### src/rtl/gfx_pkg.sv
// Shared vertex types and the FSM state encoding for the triangle front end.
package gfx_pkg;

    localparam int unsigned COORD_W     = 9;
    localparam int unsigned VERT_WORD_W = 27;

    typedef logic [COORD_W-1:0] coord_t;
    typedef coord_t vertex_t [2:0];

    typedef enum logic [2:0] {
        S_IDLE,
        S_FETCH,
        S_ISSUE,
        S_WAIT,
        S_EMIT,
        S_DONE
    } issuer_state_t;

    // Memory word layout is {z, y, x}; index 0 is x.
    function automatic void unpack_vertex(input logic [VERT_WORD_W-1:0] word, output vertex_t v);
        v[0] = word[8:0];
        v[1] = word[17:9];
        v[2] = word[26:18];
    endfunction

endpackage

### src/rtl/vertex_fetch.sv
// Issues three consecutive vertex reads and captures each word MEM_LATENCY cycles
// later, steered by a tag that travels alongside the read.
module vertex_fetch
    import gfx_pkg::*;
#(
    parameter int unsigned ADDR_W      = 8,
    parameter int unsigned MEM_LATENCY = 2
) (
    input  logic                   clk_in,
    input  logic                   rst_in,
    input  logic                   go,
    input  logic [ADDR_W-1:0]      base,
    input  logic [VERT_WORD_W-1:0] mem_data_in,
    output logic [ADDR_W-1:0]      mem_addr_out,
    output logic                   mem_rd_out,
    output vertex_t                v1_c,
    output vertex_t                v2_c,
    output vertex_t                v3_c,
    output logic                   fetch_done_c
);

    logic       rd_k_last;
    logic [1:0] rd_k;
    logic       tag_vld [MEM_LATENCY];
    logic [1:0] tag_k   [MEM_LATENCY];
    vertex_t    vert_q  [3];
    vertex_t    word_v;
    vertex_t    verts_c [3];
    logic       cap;
    logic [1:0] cap_k;

    assign rd_k_last = (rd_k == 2'd2);
    assign cap       = tag_vld[MEM_LATENCY-1];
    assign cap_k     = tag_k[MEM_LATENCY-1];

    // Read sequencer: three back-to-back strobes starting at base.
    always_ff @(posedge clk_in) begin
        if (!rst_in) begin
            mem_rd_out   <= 1'b0;
            mem_addr_out <= '0;
            rd_k         <= '0;
        end else if (go) begin
            mem_rd_out   <= 1'b1;
            mem_addr_out <= base;
            rd_k         <= '0;
        end else if (mem_rd_out) begin
            if (rd_k_last) begin
                mem_rd_out <= 1'b0;
            end else begin
                rd_k         <= rd_k + 2'd1;
                mem_addr_out <= mem_addr_out + ADDR_W'(1);
            end
        end
    end

    // Tag pipe plus capture registers; reset flushes any read still in flight.
    always_ff @(posedge clk_in) begin
        if (!rst_in) begin
            for (int i = 0; i < int'(MEM_LATENCY); i++) begin
                tag_vld[i] <= 1'b0;
                tag_k[i]   <= '0;
            end
            for (int k = 0; k < 3; k++) begin
                for (int c = 0; c < 3; c++) begin
                    vert_q[k][c] <= '0;
                end
            end
        end else begin
            tag_vld[0] <= mem_rd_out;
            tag_k[0]   <= rd_k;
            for (int i = 1; i < int'(MEM_LATENCY); i++) begin
                tag_vld[i] <= tag_vld[i-1];
                tag_k[i]   <= tag_k[i-1];
            end
            for (int k = 0; k < 3; k++) begin
                if (cap && (cap_k == 2'(k))) begin
                    vert_q[k] <= word_v;
                end
            end
        end
    end

    // Bypass the word being captured so the last vertex is usable in the same cycle.
    always_comb begin
        unpack_vertex(mem_data_in, word_v);
        for (int k = 0; k < 3; k++) begin
            verts_c[k] = vert_q[k];
            if (cap && (cap_k == 2'(k))) begin
                verts_c[k] = word_v;
            end
        end
    end

    assign v1_c         = verts_c[0];
    assign v2_c         = verts_c[1];
    assign v3_c         = verts_c[2];
    assign fetch_done_c = cap && (cap_k == 2'd2);

endmodule

### src/rtl/triangle_issuer.sv
// Walks the triangle list, hands one triangle at a time to the shader and
// forwards each {index, color} result, with a watchdog for lost results.
module triangle_issuer
    import gfx_pkg::*;
#(
    parameter  int unsigned NUM_TRIS    = 16,
    parameter  int unsigned ADDR_W      = 8,
    parameter  int unsigned MEM_LATENCY = 2,
    parameter  int unsigned TIMEOUT     = 64,
    localparam int unsigned TRI_W       = (NUM_TRIS > 1) ? $clog2(NUM_TRIS) : 1
) (
    input  logic                   clk_in,
    input  logic                   rst_in,
    input  logic                   start_in,
    output logic                   busy_out,
    output logic                   done_out,
    output logic [ADDR_W-1:0]      mem_addr_out,
    output logic                   mem_rd_out,
    input  logic [VERT_WORD_W-1:0] mem_data_in,
    output logic [8:0]             v1_out [2:0],
    output logic [8:0]             v2_out [2:0],
    output logic [8:0]             v3_out [2:0],
    output logic                   data_valid_out,
    input  logic                   shader_valid_in,
    input  logic [7:0]             shader_color_in,
    output logic                   color_valid_out,
    output logic [7:0]             color_out,
    output logic [TRI_W-1:0]       tri_idx_out,
    output logic                   timeout_out
);

    localparam int unsigned WD_W = (TIMEOUT > 1) ? $clog2(TIMEOUT) : 1;
    localparam logic [TRI_W-1:0] LAST_IDX = TRI_W'((NUM_TRIS > 0) ? NUM_TRIS - 1 : 0);

    issuer_state_t     state_q, state_d;
    logic [ADDR_W-1:0] base_q, base_d;
    logic [WD_W-1:0]   wd_q, wd_d;
    logic [TRI_W-1:0]  tri_idx_d;
    logic              busy_d, done_d, dv_d, cv_d, timeout_d;
    logic [7:0]        color_d;
    logic              fetch_go_c;
    logic              fetch_done_c;
    vertex_t           f_v1, f_v2, f_v3;

    vertex_fetch #(
        .ADDR_W      (ADDR_W),
        .MEM_LATENCY (MEM_LATENCY)
    ) u_fetch (
        .clk_in       (clk_in),
        .rst_in       (rst_in),
        .go           (fetch_go_c),
        .base         (base_d),
        .mem_data_in  (mem_data_in),
        .mem_addr_out (mem_addr_out),
        .mem_rd_out   (mem_rd_out),
        .v1_c         (f_v1),
        .v2_c         (f_v2),
        .v3_c         (f_v3),
        .fetch_done_c (fetch_done_c)
    );

    always_ff @(posedge clk_in) begin
        if (!rst_in) begin
            state_q         <= S_IDLE;
            base_q          <= '0;
            wd_q            <= '0;
            tri_idx_out     <= '0;
            busy_out        <= 1'b0;
            done_out        <= 1'b0;
            data_valid_out  <= 1'b0;
            color_valid_out <= 1'b0;
            color_out       <= '0;
            timeout_out     <= 1'b0;
        end else begin
            state_q         <= state_d;
            base_q          <= base_d;
            wd_q            <= wd_d;
            tri_idx_out     <= tri_idx_d;
            busy_out        <= busy_d;
            done_out        <= done_d;
            data_valid_out  <= dv_d;
            color_valid_out <= cv_d;
            color_out       <= color_d;
            timeout_out     <= timeout_d;
        end
    end

    // Vertices are frozen when the fetch completes and held until the next one.
    always_ff @(posedge clk_in) begin
        if (!rst_in) begin
            for (int c = 0; c < 3; c++) begin
                v1_out[c] <= '0;
                v2_out[c] <= '0;
                v3_out[c] <= '0;
            end
        end else if (fetch_done_c) begin
            v1_out <= f_v1;
            v2_out <= f_v2;
            v3_out <= f_v3;
        end
    end

    always_comb begin
        state_d    = state_q;
        base_d     = base_q;
        wd_d       = wd_q;
        tri_idx_d  = tri_idx_out;
        busy_d     = busy_out;
        color_d    = color_out;
        timeout_d  = timeout_out;
        fetch_go_c = 1'b0;

        case (state_q)
            S_IDLE: begin
                if (start_in) begin
                    tri_idx_d = '0;
                    base_d    = '0;
                    timeout_d = 1'b0;
                    busy_d    = 1'b1;
                    if (NUM_TRIS == 0) begin
                        state_d = S_DONE;
                    end else begin
                        state_d    = S_FETCH;
                        fetch_go_c = 1'b1;
                    end
                end
            end
            S_FETCH: begin
                if (fetch_done_c) begin
                    state_d = S_ISSUE;
                end
            end
            S_ISSUE: begin
                wd_d    = WD_W'(TIMEOUT - 1);
                state_d = S_WAIT;
            end
            S_WAIT: begin
                // A real result beats a watchdog expiry in the same cycle.
                if (shader_valid_in) begin
                    color_d = shader_color_in;
                    state_d = S_EMIT;
                end else if (wd_q == '0) begin
                    color_d   = '0;
                    timeout_d = 1'b1;
                    state_d   = S_EMIT;
                end else begin
                    wd_d = wd_q - WD_W'(1);
                end
            end
            S_EMIT: begin
                if (tri_idx_out == LAST_IDX) begin
                    state_d = S_DONE;
                end else begin
                    tri_idx_d  = tri_idx_out + TRI_W'(1);
                    base_d     = base_q + ADDR_W'(3);
                    state_d    = S_FETCH;
                    fetch_go_c = 1'b1;
                end
            end
            S_DONE: begin
                state_d = S_IDLE;
            end
            default: begin
                state_d = S_IDLE;
            end
        endcase

        dv_d   = (state_d == S_ISSUE);
        cv_d   = (state_d == S_EMIT);
        done_d = (state_d == S_DONE);
        if (done_d) begin
            busy_d = 1'b0;
        end
    end

endmodule
### config.mk
export PLATFORM = sky130hd
export DESIGN_NAME = triangle_issuer
export DESIGN_NICKNAME = d
export VERILOG_FILES = /design/src/rtl/gfx_pkg.sv /design/src/rtl/vertex_fetch.sv /design/src/rtl/triangle_issuer.sv
export SDC_FILE = /design/constraint.sdc
export NUM_CORES = 1
export LEC_CHECK = 0
export ABC_AREA = 0
export BUFFER_PORTS_ARGS = -buffer_cell sky130_fd_sc_hd__buf_2
export CAP_MARGIN = 5
export CORE_ASPECT_RATIO = 0.9
export CORE_MARGIN = 2
export CORE_UTILIZATION = 60
export DETAILED_ROUTE_END_ITERATION = 8
export PLACE_DENSITY = 0.82
export SLEW_MARGIN = 5
export SYNTH_ARGS = -nofsm -noshare
export SYNTH_HDL_FRONTEND = slang
export SYNTH_HIERARCHICAL = 1
export SYNTH_SLANG_ARGS = --single-unit
export TNS_END_PERCENT = 30
### constraint.sdc
create_clock -name clk_in -period 3.67 [get_ports clk_in]
set_input_delay 0.5505 -clock clk_in [delete_from_list [all_inputs] [get_ports clk_in]]
set_output_delay 0.5505 -clock clk_in [all_outputs]
set_load 0.01 [all_outputs]
==> qor.yml, run 1 <==
max-slew-margin-rel_pct: 25.4
fin_tns_setup_ps: 0
fin_crit_sh_pct: 69.9
pwr-share-comb_pct: 4.2
insertion_delay_ps: 500
cts_sinks: 213
synth_area_leader_cell: "dfxtp_1"
clock_power_share_pct: 46.5
core.rowCount: 42
via_per_inst: 5.63
crit_path_start_kind: "flop"
area_delta_synth_final_pct: 18.1
antenna_found_initial: 0
path_cells: "nor3b_2 -> a21oi_1 -> inv_1 -> nand2b_1 -> nor3b_1 -> a221o_1"
highest_layer: "met4"
post_cts_buffers: 0
r2r_slack_ps: 1110
cts_tree: "done"
finalNetCount: 973
overflow: 0
r2r_end: "u_fetch/mem_addr_out[7]"
ff2ff_path_depth: 6
holdPathStages: 3
min_period_ps: 2560
synth_edf_count: 81
p_sw_share_pct: 20.6
drtIter0Drc: 526
cts_buffer_depth: 3
finalSetupViolCount: 0
cts_resized: 0
cpPeakStageDelay_ps: 640
ioPinCount: 146
slowest_stage: "nor3b_2"
path_clk_slew_ps: 60
rsz0062_at_grt: "no"
die_h_um: 121
grt_max_degree: 80
vdd_drop_max_mv: 0.482
vias: 6437
hold_buffers: 0
wl_met1_mm: 9.28
ys_seq_area_share_pct: 55.2
synth-seq-cells: 213
skew_ps: 13.8
end_kind: "flop"
grt_pass1_vias: 6211
ys_top_cells_by_area: "dfxtp_1, edfxtp_1, mux2i_1"
antenna_cells: 0
netlist_area_um2: 9200
dieWidth_um: 135
worstPathArrival_ps: 2950
gp_congestion: 0.826
power.share.sequential_pct: 49.3
num-fill-cells: 1056
total_leakage_power_nw: 4.40
tightest_slew_ps: 1120
synth_top_area_share_pct: 28.7
synthArstFlopShare_pct: 0
grt_pass1_wl_mm: 31.6
power.density_nw_per_um2: 471
cts-buffers-inserted: 22
port_buffers: 145
dr.pass1.iters: 5
grt_use_total_pct: 24.1
ys.warnings.count: 6
start_util_pct: 61.9
hold_start: "shader_color_in[7]"
min_to: "color_out[7]"
slew_viol_final: 0
root_buffer: "clkbuf_16"
synthFlopType: "dfxtp_1"
rr_startpoint: "state_q[2]"
post-route-util_pct: 73.1
wl_met3_mm: 1.10
drv_cap: 0
drive_gt1_share_pct: 27.4
path_class: "reg2reg"
status: "finished clean"
synthesis.instances: 796
worstPathRequired_ps: 4060
power.internal_mw: 4.06
dp_hpwl_mm: 12.4
routed-wl-met2_mm: 9.11
avgSynthCellArea_um2: 11.6
wirelength_mm: 19.8
ys_types: 64
hp-class: "in2reg"
path_max_fanout: 14
syn_nets: 840
core_um2: 14900
ant_nets: 0
hold_viol: 0
route.detailed.drc: 0
timing.fmax_mhz: 390
dieArea_um2: 16300
h-tree-depth: 1
p_sw_mw: 1.06
wl_per_cell_um: 17.4
==> kinds of logic (layout without fill, tap and decap cells) <==
kind of cell,Yosys count,after routing,share of synthesized area (%)
AOI/OAI and AO/OA,77,77,5.94
muxes,165,165,19.1
buffers and inverters,61,210,2.94
and+or+nand+nor,272,272,15.9
DFF,213,213,55.2
xor gates and xnor gates,3,3,0.286
adders and majority gates,5,5,0.680
==> final cells by class <==
| cell class | count | area [um^2] | share of cell area [%] |
|---|---|---|---|
| clock buffers | 29 | 661 | 6.08 |
| clock inverters | 11 | 133 | 1.22 |
| inverters | 15 | 60.1 | 0.553 |
| multi-input cells | 522 | 3880 | 35.7 |
| flip-flops and latches | 213 | 5070 | 46.7 |
| well taps | 198 | 248 | 2.28 |
| repair buffers | 155 | 813 | 7.48 |
==> how the worst max path moves through the flow <==
| stage | endpoint | cells past startpoint | start |
|---|---|---|---|
| 3_3_place_gp | u_fetch/vert_q[0][28] | 4 | rst_in |
| 5_1_grt | u_fetch/mem_addr_out[4] | 6 | state_q[2] |
| 2_1_floorplan | u_fetch/vert_q[0][0] | 4 | u_fetch/tag_k[0][3] |
| 6_report | u_fetch/mem_addr_out[7] | 6 | state_q[2] |
| 4_1_cts | u_fetch/mem_addr_out[4] | 6 | state_q[2] |
| 3_5_place_dp | u_fetch/vert_q[0][46] | 4 | rst_in |
==> per-stage QoR <==
step / cells / power (mW) / area [um^2] / worst slack, ps / hold slack (ps)
floorplan: 796 / 2.69 / 9200 / 1630 / 412
global placement: 1103 / 2.78 / 10100 / 1160 / 416
detailed placement: 1103 / 2.78 / 10100 / 1080 / 418
CTS: 1143 / 5.15 / 10900 / 1160 / 301
global route: 1143 / 5.27 / 10900 / 782 / 312
finish: 1143 / 5.12 / 10900 / 1110 / 310
==> Yosys cell counts, types with 4 or more instances <==
library cell / number
nand2b_1: 7
nand3b_1: 4
mux2i_1: 84
a22oi_1: 8
buf_4: 5
mux2_2: 49
ha_1: 5
nor2_1: 105
o311a_1: 4
nand2_1: 19
o21ai_0: 17
inv_1: 13
and2_1: 93
clkbuf_1: 21
mux2_1: 32
nor3_1: 5
edfxtp_1: 81
a21oi_1: 11
a311oi_1: 5
or3_1: 5
nand3_1: 6
a31oi_1: 10
dfxtp_1: 132
buf_2: 17
==> power by group through the flow <==
stage	clock network, mW	logic, mW	registers [mW]
after detailed placement	0	0.211	2.57
final	2.38	0.214	2.52
after CTS	2.41	0.214	2.52
after global placement	0	0.208	2.57
after floorplan	0	0.122	2.57
after global routing	2.51	0.234	2.53
==> layout by cell type (no fill, tap or decap), types with 6 or more instances in the layout <==
master	n
nand2_1	19
inv_1	12
buf_4	9
dfxtp_1	132
buf_2	145
clkinv_2	6
clkbuf_16	25
a31oi_1	10
and2_1	93
nand3_1	6
a22oi_1	8
nor2_1	105
mux2i_1	84
edfxtp_1	81
mux2_2	49
mux2_1	32
a21oi_1	11
nand2b_1	7
o21ai_0	17
==> flip-flops by register name (all words and copies together) (netlist names), 2 cells and up <==
name / count
v1_out: 27
u_fetch/tag_vld: 2
u_fetch/mem_addr_out: 8
state_q: 3
u_fetch/tag_k: 4
u_fetch/vert_q: 81
v2_out: 27
color_out: 8
u_fetch/rd_k: 2
wd_q: 6
tri_idx_out: 4
base_q: 8
v3_out: 27
==> routing by layer <==
layer / vias to the layer above / track usage, %
met2: 206 / 38.8
met3: 26 / 3.93
li1: 3101 / -
met4: 0 / 5.72
met5: - / 0
met1: 3104 / 34.5
==> worst max-delay path, delay by kind of cell, from the launching register on <==
| kind | cells | cell delay [ps] |
|---|---|---|
| flops | 1 | 550 |
| buf+inv | 1 | 330 |
| compound gates | 2 | 640 |
| simple gates | 3 | 930 |
No activity file was read; power rests on OpenSTA's default activity.
==> run 2: changes to the inputs <==
CORE_UTILIZATION = 57   (was 60)
PLACE_DENSITY = 0.78   (was 0.82)
clock period = 2.6 ns   (was 3.67 ns; I/O delays follow)
==> run 2 against run 1 <==
Power grew 34%. Via count grew 0.33%. Final cell count increased by 2.0%. Final area up 0.50%. Critical endpoint unchanged. Largest cell class unchanged. Highest routed layer unchanged.
==> qor.yml, run 2 (synthesized netlist as in run 1, its figures left out) <==
dp_hpwl_mm: 12.6  # was 12.4 mm
skew_ps: 12.5  # was 13.8 ps
final_common_cell: "buf_2"  # unchanged
grt_pass1_vias: 6179  # was 6211
h-tree-depth: 1  # unchanged
power.density_nw_per_um2: 628  # was 471 nW/um^2
top_register: "u_fetch/vert_q"  # unchanged
hold_start: "shader_color_in[7]"  # unchanged
core.rowCount: 44  # was 42
final_cell_mix: "buf_2, dfxtp_1, nor2_1, and2_1, mux2i_1"  # unchanged
dieArea_um2: 17200  # was 16300 um^2
drv_cap: 0  # unchanged
rr_startpoint: "tri_idx_out[0]"  # was state_q[2]
end_kind: "flop"  # unchanged
min_period_ps: 2210  # was 2560 ps
root_buffer: "clkbuf_16"  # unchanged
antenna_found_initial: 0  # unchanged
antenna_cells: 0  # unchanged
largest_reg_flops: 81  # unchanged
area_delta_synth_final_pct: 18.7  # was 18.1%
cts_tree: "done"  # unchanged
cts_sinks: 213  # unchanged
wirelength_mm: 19.3  # was 19.8 mm
hold_buffers: 0  # unchanged
insertion_delay_ps: 490  # was 500 ps
via_per_inst: 5.54  # was 5.63
dieWidth_um: 138  # was 135 um
cts_buffer_depth: 3  # unchanged
cts-buffers-inserted: 22  # unchanged
fin_tns_setup_ps: 0  # unchanged
worstPathRequired_ps: 3040  # was 4060 ps
post-route-util_pct: 68.4  # was 73.1%
die_h_um: 125  # was 121 um
path_clk_slew_ps: 60  # about the same
fin_crit_sh_pct: 84.9  # was 69.9%
timing.fmax_mhz: 453  # was 390 MHz
rsz0062_at_grt: "no"  # unchanged
path_max_fanout: 10  # was 14
grt_max_degree: 46  # was 80
slew_viol_final: 0  # unchanged
hold_viol: 0  # unchanged
start_util_pct: 57.6  # was 61.9%
min_to: "color_out[7]"  # unchanged
finalNetCount: 988  # was 973
holdPathStages: 3  # unchanged
total_leakage_power_nw: 4.44  # was 4.40 nW
ff2ff_path_depth: 7  # was 6
status: "finished clean"  # unchanged
drive_gt1_share_pct: 27.9  # was 27.4%
max-slew-margin-rel_pct: 63.9  # was 25.4%
finalSetupViolCount: 0  # unchanged
r2r_slack_ps: 390  # was 1110 ps
grt_use_total_pct: 22.3  # was 24.1%
crit_path_start_kind: "flop"  # unchanged
hp-class: "in2reg"  # unchanged
vdd_drop_max_mv: 0.459  # was 0.482 mV
cts_resized: 0  # unchanged
vias: 6458  # was 6437
tightest_slew_ps: 539  # was 1120 ps
grt_pass1_wl_mm: 31.0  # was 31.6 mm
path_class: "reg2reg"  # unchanged
gp_congestion: 0.867  # was 0.826
r2r_end: "u_fetch/mem_addr_out[7]"  # unchanged
core_um2: 16000  # was 14900 um^2
post_cts_buffers: 0  # unchanged
total_power_mw: 6.86  # was 5.12 mW
port_buffers: 145  # unchanged
ant_nets: 0  # unchanged
dr.pass1.iters: 5  # unchanged
hold_ws_ps: 146  # was 310 ps
drtIter0Drc: 379  # was 526
overflow: 0  # unchanged
place_ws_ps: 382  # was 1080 ps
ioPinCount: 146  # unchanged
route.detailed.drc: 0  # unchanged
worstPathArrival_ps: 2640  # was 2950 ps
wl_per_cell_um: 16.6  # was 17.4 um
fin_ws_ps: 391  # was 1110 ps
run 2: area by class of cell:
type	instances	area, um^2
inverter	15	60.1
tap	207	259
clock buffer	37	688
multi-input combinational	522	3880
timing repair buffer	170	951
clock inverter	2	10.0
sequential	213	5070
fill	1252	5040
run 2: routing by layer:
layer | up-vias | global-route usage [%] | wire [um] | share of wire, %
met2 | 176 | 36.4 | 8890 | 46
met4 | 0 | 6.54 | 488 | 2.5
met1 | 3115 | 30.9 | 8910 | 46
met5 | - | 0 | 0 | 0
met3 | 40 | 3.17 | 1030 | 5.3
li1 | 3127 | - | - | -
run 2: per-stage QoR:
stage | instance area, um^2 | instances
2_1_floorplan | 9200 | 796
3_3_place_gp | 10200 | 1127
3_5_place_dp | 10200 | 1127
4_1_cts | 10900 | 1166
5_1_grt | 10900 | 1166
6_report | 10900 | 1166
run 2: power breakdown:
| part | switching, mW | internal, mW |
|---|---|---|
| registers | 0.0342 | 3.53 |
| logic | 0.181 | 0.126 |
| clock network | 1.20 | 1.79 |
| total | 1.42 | 5.44 |
run 2: how the worst max path moves through the flow:
stage / from / endpoint / slack (ps) / cells after the start
6_report: tri_idx_out[0] / u_fetch/mem_addr_out[7] / 390 / 7
2_1_floorplan: u_fetch/tag_k[0][3] / u_fetch/vert_q[0][0] / 560 / 4
5_1_grt: tri_idx_out[0] / u_fetch/mem_addr_out[7] / 80 / 7
3_5_place_dp: tri_idx_out[0] / u_fetch/mem_addr_out[7] / 380 / 7
4_1_cts: tri_idx_out[0] / u_fetch/mem_addr_out[7] / 390 / 7
3_3_place_gp: tri_idx_out[0] / u_fetch/mem_addr_out[7] / 500 / 7
run 2: critical path: stages (launching register included):
cell	delay (ps)
dfxtp_1	400
ha_1	250
nand3_1	160
a21oi_1	480
inv_1	280
nand2b_1	240
nor3b_1	200
a221o_1	150
==> run 3: changes to the inputs <==
CORE_UTILIZATION = 52   (was 57)
PLACE_DENSITY = 0.75   (was 0.78)
clock period = 1.9 ns   (was 2.6 ns; I/O delays follow)
==> run 3 against run 2 <==
Register-to-register slack worse by 320 ps. Clock power up 35%. Final cell count up 4.5%. Sequential share of layout area down 0.88 points. Worst setup slack worse by 320 ps. Worst hold slack worse by 110 ps. Highest routed layer is now met5.
==> qor.yml, run 3 (synthesized netlist as in run 1, its figures left out) <==
skew_ps: 9.78  # was 12.5 ps
cts_buffer_depth: 3  # unchanged
power.density_nw_per_um2: 840  # was 628 nW/um^2
grt_use_total_pct: 21.8  # was 22.3%
status: "finished clean"  # unchanged
drv_cap: 0  # unchanged
timing.fmax_mhz: 548  # was 453 MHz
insertion_delay_ps: 500  # was 490 ps
worstPathArrival_ps: 2210  # was 2640 ps
cts-buffers-inserted: 22  # unchanged
slew_viol_final: 0  # unchanged
vias: 6505  # was 6458
drtIter0Drc: 294  # was 379
final_common_cell: "buf_2"  # unchanged
fin_crit_sh_pct: 96.1  # was 84.9%
start_util_pct: 52.6  # was 57.6%
regArea_um2: 5080  # was 5070 um^2
root_buffer: "clkbuf_16"  # unchanged
route.detailed.drc: 0  # unchanged
r2r_end: "wd_q[5]"  # was u_fetch/mem_addr_out[7]
layout.cells.non_filler: 1218  # was 1166
holdPathStages: 3  # unchanged
hold_viol: 0  # unchanged
port_buffers: 145  # unchanged
worstPathRequired_ps: 2280  # was 3040 ps
total_power_mw: 9.35  # was 6.86 mW
crit_path_start_kind: "flop"  # unchanged
rr_startpoint: "wd_q[0]"  # was tri_idx_out[0]
ant_nets: 0  # unchanged
hp-class: "in2reg"  # unchanged
antenna_cells: 0  # unchanged
final_cell_mix: "buf_2, dfxtp_1, nor2_1, and2_1, mux2i_1"  # unchanged
ff2ff_path_depth: 6  # was 7
dr.pass1.iters: 4  # was 5
tightest_slew_ps: 1070  # was 539 ps
wirelength_mm: 20.5  # was 19.3 mm
num-fill-cells: 1425  # was 1252
ioPinCount: 146  # unchanged
max-slew-margin-rel_pct: 28.7  # was 63.9%
min_period_ps: 1830  # was 2210 ps
path_max_fanout: 5  # was 10
gp_congestion: 0.824  # was 0.867
hold_start: "shader_color_in[4]"  # was shader_color_in[7]
fin_tns_setup_ps: 0  # unchanged
min_to: "color_out[4]"  # was color_out[7]
grt_pass1_wl_mm: 32.8  # was 31.0 mm
total_leakage_power_nw: 4.52  # was 4.44 nW
dp_cells: 1177  # was 1127
dieWidth_um: 144  # was 138 um
finalNetCount: 1006  # was 988
largest_reg_flops: 81  # unchanged
finalSetupViolCount: 0  # unchanged
dp_hpwl_mm: 13.5  # was 12.6 mm
die_h_um: 130  # was 125 um
hold_buffers: 0  # unchanged
area_delta_synth_final_pct: 21.0  # was 18.7%
dieArea_um2: 18800  # was 17200 um^2
core.rowCount: 46  # was 44
multi_input_area_um2: 3900  # was 3880 um^2
grt_pass1_vias: 6363  # was 6179
antenna_found_initial: 1  # was 0
top_register: "u_fetch/vert_q"  # unchanged
wl_per_cell_um: 16.8  # was 16.6 um
grt_max_degree: 52  # was 46
cts_tree: "done"  # unchanged
drive_gt1_share_pct: 29.8  # was 27.9%
overflow: 0  # unchanged
r2r_slack_ps: 70  # was 390 ps
core_um2: 17500  # was 16000 um^2
via_per_inst: 5.34  # was 5.54
path_class: "reg2reg"  # unchanged
post-route-util_pct: 63.6  # was 68.4%
vdd_drop_max_mv: 0.529  # was 0.459 mV
cts_sinks: 213  # unchanged
h-tree-depth: 1  # unchanged
end_kind: "flop"  # unchanged
rsz0062_at_grt: "yes"  # was no
path_clk_slew_ps: 60  # about the same
run 3: cell types whose count changed in the layout (fill, tap and decap cells not counted), sizes merged:
cell / delta
buf: +18
clkbuf: +2
clkinv: -2
clkinvlp: +1
run 3: timing repair:
item	in CTS	in global routing
resized for setup	0	9
setup endpoints to repair	0	38
setup buffers	0	1
run 3: how the worst max path moves through the flow:
stage,from,endpoint,slack (ps),cells after the start
2_1_floorplan,tri_idx_out[0],u_fetch/mem_addr_out[7],-130,9
3_3_place_gp,tri_idx_out[0],u_fetch/mem_addr_out[7],40,8
3_5_place_dp,tri_idx_out[0],u_fetch/mem_addr_out[7],50,8
4_1_cts,tri_idx_out[0],u_fetch/mem_addr_out[7],20,8
5_1_grt,wd_q[0],wd_q[2],-50,6
6_report,wd_q[0],wd_q[5],70,6
run 3: critical path, cell delays in order (launching register included):
cell,delay [ps]
dfxtp_1,370
inv_1,60
ha_1,240
and4bb_2,260
a221oi_2,370
a31oi_1,160
o31a_1,260
run 3: metal layers:
metal / up-vias / part of all wire [%] / track usage (%)
met5: - / 0.064 / 0
met4: 2 / 2.3 / 6.34
met3: 45 / 5.1 / 3.67
met2: 164 / 46 / 36.4
met1: 3134 / 46 / 29.6
li1: 3160 / - / -
run 3: area by class of cell:
cell class              count  share of cell area [%]
clock inverters             1                  0.0449
inverters                  15                   0.573
repair buffers            188                    10.1
well taps                 240                    2.70
flip-flops and latches    213                    45.6
clock buffers              39                    5.98
multi-input cells         522                    35.0
run 3: per-stage QoR:
step | cell area [um^2] | hold slack, ps | setup WS, ps
finish | 11100 | 35.1 | 73.7
global placement | 10400 | 417 | 43.3
CTS | 11100 | 17.4 | 15.4
detailed placement | 10400 | 419 | 45.9
global route | 11100 | 58.9 | -45.2
floorplan | 9200 | 412 | -131
run 3: power by group:
group / total (mW) / switching (mW) / internal (mW)
clock: 4.03 / 1.67 / 2.36
sequential: 4.87 / 0.0413 / 4.83
combinational: 0.452 / 0.264 / 0.188
total: 9.35 / 1.98 / 7.37
